[config.mk]
export PLATFORM = sky130hd
export DESIGN_NAME = instr_fetch_unit
export DESIGN_NICKNAME = d
export VERILOG_FILES = /design/src/rtl/beta_pkg.sv /design/src/rtl/fetch_queue.sv /design/src/rtl/instr_fetch_unit.sv
export SDC_FILE = /design/constraint.sdc
export NUM_CORES = 1
export LEC_CHECK = 0
export BUFFER_PORTS_ARGS = -buffer_cell sky130_fd_sc_hd__buf_2
export CAP_MARGIN = 25
export CORE_AREA = 3 3 138 140
export CTS_BUF_LIST = sky130_fd_sc_hd__clkbuf_4
export CTS_CLUSTER_DIAMETER = 200
export DETAILED_ROUTE_END_ITERATION = 16
export DIE_AREA = 0 0 141 143
export GPL_ROUTABILITY_DRIVEN = 1
export MAX_ROUTING_LAYER = met4
export PLACE_DENSITY = 0.79
export SLEW_MARGIN = 40
export SYNTH_ARGS = -nofsm -noshare
export SYNTH_HDL_FRONTEND = slang
export SYNTH_SLANG_ARGS = --single-unit
[constraint.sdc]
create_clock -name clk -period 10.52 [get_ports clk]
set_clock_uncertainty 0.15 [all_clocks]
set_input_delay 3.156 -clock clk [delete_from_list [all_inputs] [get_ports clk]]
set_output_delay 3.156 -clock clk [all_outputs]
set_load 0.01 [all_outputs]
[src/rtl/beta_pkg.sv]
// rtl/beta_pkg.sv - shared Beta opcode constants, PCSEL encodings and predecode helper
package beta_pkg;

  localparam logic [5:0]  OP_LD    = 6'b011000;
  localparam logic [5:0]  OP_ST    = 6'b011001;
  localparam logic [5:0]  OP_LDR   = 6'b011111;
  localparam logic [31:0] BETA_NOP = 32'h83FF_F800;

  typedef enum logic [2:0] {
    PCSEL_INC   = 3'd0,
    PCSEL_BR    = 3'd1,
    PCSEL_JMP   = 3'd2,
    PCSEL_ILLOP = 3'd3,
    PCSEL_XADR  = 3'd4
  } pcsel_e;

  typedef struct packed {
    logic        ra2sel;
    logic        asel;
    logic        bsel;
    logic [31:0] sxtc;
  } predecode_t;

  typedef struct packed {
    logic [31:0] pc;
    logic [31:0] inst;
  } fetch_entry_t;

  function automatic predecode_t beta_predecode(input logic [31:0] inst);
    predecode_t pd;
    logic [5:0] op;
    op        = inst[31:26];
    pd.ra2sel = (op == OP_ST);
    pd.asel   = (op == OP_LDR);
    pd.bsel   = (op[5:4] == 2'b11) || (op == OP_LD) || (op == OP_ST);
    pd.sxtc   = {{16{inst[15]}}, inst[15:0]};
    return pd;
  endfunction

endpackage

[src/rtl/fetch_queue.sv]
// rtl/fetch_queue.sv - small synchronous FIFO holding fetched {pc+4, instruction} entries
module fetch_queue #(
  parameter int DEPTH = 2,
  parameter int WIDTH = 64
) (
  input  logic                   clk,
  input  logic                   rst_n,
  input  logic                   flush,
  input  logic                   push,
  input  logic                   pop,
  input  logic [WIDTH-1:0]       wdata,
  output logic [WIDTH-1:0]       head,
  output logic [$clog2(DEPTH):0] count
);

  localparam int AW = $clog2(DEPTH);
  localparam logic [AW:0] FULL = (AW+1)'(DEPTH);

  logic [WIDTH-1:0] mem [DEPTH];
  logic [AW-1:0]    rd_ptr;
  logic [AW-1:0]    wr_ptr;
  logic             do_push;
  logic             do_pop;

  // A push into a full queue is only legal when the head leaves in the same cycle.
  assign do_pop  = pop & (count != '0);
  assign do_push = push & ((count < FULL) | do_pop);
  assign head    = mem[rd_ptr];

  // Storage array; data needs no reset because count gates visibility.
  always_ff @(posedge clk) begin
    if (do_push && !flush) begin
      mem[wr_ptr] <= wdata;
    end
  end

  // Pointer and occupancy tracking; flush wins over push/pop.
  always_ff @(posedge clk) begin
    if (!rst_n || flush) begin
      rd_ptr <= '0;
      wr_ptr <= '0;
      count  <= '0;
    end else begin
      if (do_push) wr_ptr <= wr_ptr + 1'b1;
      if (do_pop)  rd_ptr <= rd_ptr + 1'b1;
      if (do_push && !do_pop)      count <= count + 1'b1;
      else if (do_pop && !do_push) count <= count - 1'b1;
    end
  end

endmodule

[src/rtl/instr_fetch_unit.sv]
// rtl/instr_fetch_unit.sv - Beta fetch stage: PC, single-outstanding imem reads, queue, predecode
module instr_fetch_unit
  import beta_pkg::*;
#(
  parameter logic [31:0] RESET_PC = 32'h0000_0000,
  parameter logic [31:0] ILLOP_PC = 32'h0000_0004,
  parameter logic [31:0] XADR_PC  = 32'h0000_0008,
  parameter int          QDEPTH   = 2
) (
  input  logic        clk,
  input  logic        rst_n,
  input  logic        stall,
  input  logic [2:0]  pcsel,
  input  logic [31:0] branch_target,
  input  logic [31:0] jmp_target,
  output logic        imem_req,
  output logic [31:0] imem_addr,
  input  logic        imem_ready,
  input  logic        imem_rvalid,
  input  logic [31:0] imem_rdata,
  output logic        if_valid,
  output logic [31:0] IF_PC,
  output logic [31:0] IF_ID,
  output logic        IF_RA2SEL,
  output logic        IF_ASEL,
  output logic        IF_BSEL,
  output logic [31:0] IF_SXTC
);

  localparam int CW = $clog2(QDEPTH) + 1;
  localparam logic [CW-1:0] QFULL = CW'(QDEPTH);

  logic [31:0]   fetch_pc;
  logic [31:0]   tag;
  logic          inflight;
  logic          kill;
  logic          redirect;
  logic [31:0]   redirect_pc;
  logic          accept;
  logic          resp;
  logic          push;
  logic          pop;
  logic [CW-1:0] count;
  fetch_entry_t  head;
  fetch_entry_t  wentry;
  predecode_t    pd;

  // Decode the PCSEL redirect; 5..7 fall back to sequential fetch.
  always_comb begin
    redirect    = 1'b1;
    redirect_pc = fetch_pc;
    case (pcsel)
      PCSEL_BR:    redirect_pc = branch_target;
      PCSEL_JMP:   redirect_pc = {jmp_target[31:2], 2'b00};
      PCSEL_ILLOP: redirect_pc = ILLOP_PC;
      PCSEL_XADR:  redirect_pc = XADR_PC;
      default:     redirect    = 1'b0;
    endcase
  end

  assign imem_req  = rst_n & ~redirect & ~inflight & (count < QFULL);
  assign imem_addr = fetch_pc;
  assign accept    = imem_req & imem_ready;
  assign resp      = imem_rvalid & inflight;
  // A response in a redirect cycle or one marked stale is dropped.
  assign push      = resp & ~kill & ~redirect;
  assign pop       = ~stall & (count != '0) & ~redirect;

  assign wentry.pc   = tag + 32'd4;
  assign wentry.inst = imem_rdata;

  fetch_queue #(
    .DEPTH (QDEPTH),
    .WIDTH ($bits(fetch_entry_t))
  ) u_queue (
    .clk   (clk),
    .rst_n (rst_n),
    .flush (redirect),
    .push  (push),
    .pop   (pop),
    .wdata (wentry),
    .head  (head),
    .count (count)
  );

  // Fetch PC, outstanding-read tracking and kill marker for a read orphaned by a redirect.
  always_ff @(posedge clk) begin
    if (!rst_n) begin
      fetch_pc <= RESET_PC;
      tag      <= '0;
      inflight <= 1'b0;
      kill     <= 1'b0;
    end else begin
      if (accept) begin
        inflight <= 1'b1;
        tag      <= fetch_pc;
        fetch_pc <= fetch_pc + 32'd4;
      end
      if (resp) begin
        inflight <= 1'b0;
        kill     <= 1'b0;
      end
      if (redirect) begin
        fetch_pc <= redirect_pc;
        if (inflight && !imem_rvalid) kill <= 1'b1;
      end
    end
  end

  assign if_valid  = (count != '0);
  assign IF_ID     = if_valid ? head.inst : BETA_NOP;
  assign IF_PC     = if_valid ? head.pc : 32'h0;
  assign pd        = beta_predecode(IF_ID);
  assign IF_RA2SEL = pd.ra2sel;
  assign IF_ASEL   = pd.asel;
  assign IF_BSEL   = pd.bsel;
  assign IF_SXTC   = pd.sxtc;

endmodule

==> results.yml <==
sta:
  hold_viol: 0
  fin_crit_sh_pct: 79.2
  fmax_mhz: 120
  finalSetupViolations: 0
  fin_setup_tns_ps: 0
  worstMarginPinSlew_ps: 713
  rsz0062_at_grt: "no"
  maxSlewHeadroom_pct: 52.4
  report.final.slew_viol_count: 0
  fin_crit_ps: 8330
worst_setup_path:
  cp_data_required_time_ps: 7210
  cp-end-kind: "output pin"
  arrival_ps: 5030
  startpoint_type: "input port"
  cp_max_fo: 44
  crit_type: "in -> out"
global_routing:
  grt_max_degree: 65
  grt_pass1_wl_um: 34600
  grt_antenna_before_repair: 1
  grt_pass1_vias: 6831
  track_usage_pct: 22.0
  overflow: 0
clock_tree:
  cts_tree: "built"
  cts_resized: 0
  cts.path.max_buffers: 2
  cts-root-buf: "clkbuf_4"
  cts.reportedPaths.clkPinSlew_ps: 140
  post_cts_buffers: 0
  numCtsBuffers: 17
  ctsHoldBuffers: 0
  h-tree-depth: 4
  clock_sinks: 199
  clk_latency_ps: 550
detailed_routing:
  drtPass1Iterations: 5
  via_per_inst: 5.49
  num_vias: 7316
  drt_iter0_drc: 580
  drc: 0
  finalWirelength_um: 21800
  routedWlPerCell_um: 16.4
  drtAntennaViolNets: 0
floorplan:
  dieArea_um2: 20200
  rows: 49
  die_x_um: 141
  core_area_um2: 18000
  die_y_um: 143
  start_util_pct: 52.7
  pin_count: 237
yosys:
  yosys_warnings: 0
  synth_xor_area_share_pct: 4.07
  synth_area_leaders: "edfxtp_1 41%, dfxtp_1 15%, mux2i_1 7.2%"
  ys_types: 60
  synthFlopType: "edfxtp_1"
  ys_seq_elements: 199
  synth_compound_area_share_pct: 10.9
  async_reset_ff_share_pct: 0
  yosys.area_share.simple_pct: 16.2
  synth_top_family_by_area: "simple AND/OR/NAND/NOR gates"
  syn_inst: 910
  syn-num-nets: 1017
  yosys.area_share.adder_pct: 0.397
  ys_seq_area_share_pct: 55.6
  synth_largest_area_cell: "edfxtp_1"
  synth-edff-count: 128
  synthesis.area_um2: 9460
  synth_top_cell_area_share_pct: 40.6
  synthMuxAreaShare_pct: 7.31
  syn_avg_cell_area_um2: 10.4
final_layout:
  seq_area_um2: 5270
  fin_nets: 1196
  drive_above_1_share_pct: 26.3
  n_fill_cell: 1523
  area.growth.synth_to_final_pct: 14.3
  multi_input_area_um2: 3720
  fin_area_um2: 10800
pwr:
  ir_drop_v: 0.0000600
  p_per_area_nw_per_um2: 125
  p_leak_nw: 4.02
place:
  placed_area_um2: 10600
  gp_congestion: 0.902
  dp_hpwl_um: 15600
  io_buffers: 234
status:
  status: "finished, final reports clean"
job:
  cap_violations: 0
min_path:
  hold_path_class: "reg -> reg"
worst paths after layout:
kind	from	end	slack (ps)	cells past startpoint
min reg2reg	tag[1]$_SDFFE_PN0P_	u_queue.mem[0][33]$_DFFE_PP_	330	0
max	pcsel[0]	imem_req	2190	7
max reg2reg	inflight$_SDFFE_PP0P_	u_queue.mem[0][47]$_DFFE_PP_	8140	4
min	tag[1]$_SDFFE_PN0P_	u_queue.mem[0][33]$_DFFE_PP_	330	0
per-layer routing:
metal | GRT usage (%) | routed length, um
met1 | 29.1 | 9650
met2 | 34.1 | 10100
met3 | 4.96 | 1700
met4 | 7.14 | 396
met5 | - | 0
power by group:
part	internal (mW)	switching [mW]
Clock	0.105	0.237
Sequential	0.843	0.0252
Combinational	0.0560	0.0823
Total	1.00	0.344
registers in the layout, indices dropped and copies added (netlist names), named ones only:
register	flops
u_queue.count	2
tag	32
inflight	1
imem_addr	32
u_queue.mem	128
u_queue.rd_ptr	1
u_queue.wr_ptr	1
critical path, cell delays in order:
cell	delay [ps]
buf_2	460
nor2_2	160
xor2_2	140
buf_4	360
nand2_1	320
nor3_1	240
buf_2	170
Yosys cell counts (all sizes together), types with 2 or more instances:
cell type / count
a2111oi: 2
a211oi: 2
a21oi: 72
a22o: 3
a22oi: 10
a311o: 2
a311oi: 2
a31oi: 5
and2: 3
and3: 9
and4: 6
buf: 51
clkbuf: 33
dfxtp: 71
edfxtp: 128
ha: 3
inv: 17
mux2i: 68
nand2: 73
nand2b: 20
nand3: 26
nand3b: 3
nand4: 16
nor2: 104
nor2b: 19
nor3: 17
nor3b: 3
nor4: 5
o21ai: 57
o21bai: 2
o221ai: 2
o22ai: 8
o31a: 2
o31ai: 4
or3b: 2
xnor2: 24
xor2: 20
layout make-up:
class / count / share of cell area (%)
clock inverters: 10 / 0.555
flip-flops and latches: 199 / 48.7
inverters: 17 / 0.590
clock buffers: 22 / 1.53
multi-input cells: 610 / 34.3
well taps: 229 / 2.65
repair buffers: 244 / 11.6
diodes: 1 / 0.0231
layout by cell type (no fill, tap or decap), types with 4 or more instances in the layout:
cell	count
buf_2	234
nand4_1	16
nor2b_1	18
xnor2_1	23
clkbuf_4	22
a22oi_1	10
nand2b_1	20
and3_1	9
o31ai_1	4
nand3_1	26
inv_1	17
nor2_1	100
o22ai_1	8
xor2_1	19
edfxtp_1	128
buf_4	7
dfxtp_1	70
nor3_1	17
nor4_1	5
o21ai_0	56
a21oi_1	72
and4_1	6
nand2_1	73
a31oi_1	5
mux2i_1	68
cells by family after synthesis:
family / Yosys count
compound gates: 179
xor+xnor: 44
fa+ha+maj: 3
buf+inv: 101
flops: 199
mux: 69
simple gates: 315
through the flow:
step	worst slack [ps]	power, mW	utilization, %	instances	hold WS [ps]
2_1_floorplan	2820	0.961	-	910	275
3_3_place_gp	2210	1.02	58.9	1299	289
3_5_place_dp	2210	1.02	58.9	1299	299
4_1_cts	2210	1.36	60.2	1331	336
5_1_grt	2040	1.41	60.2	1332	353
6_report	2190	1.35	60.2	1332	331
Note: power is estimated with default switching activity, not from simulation.
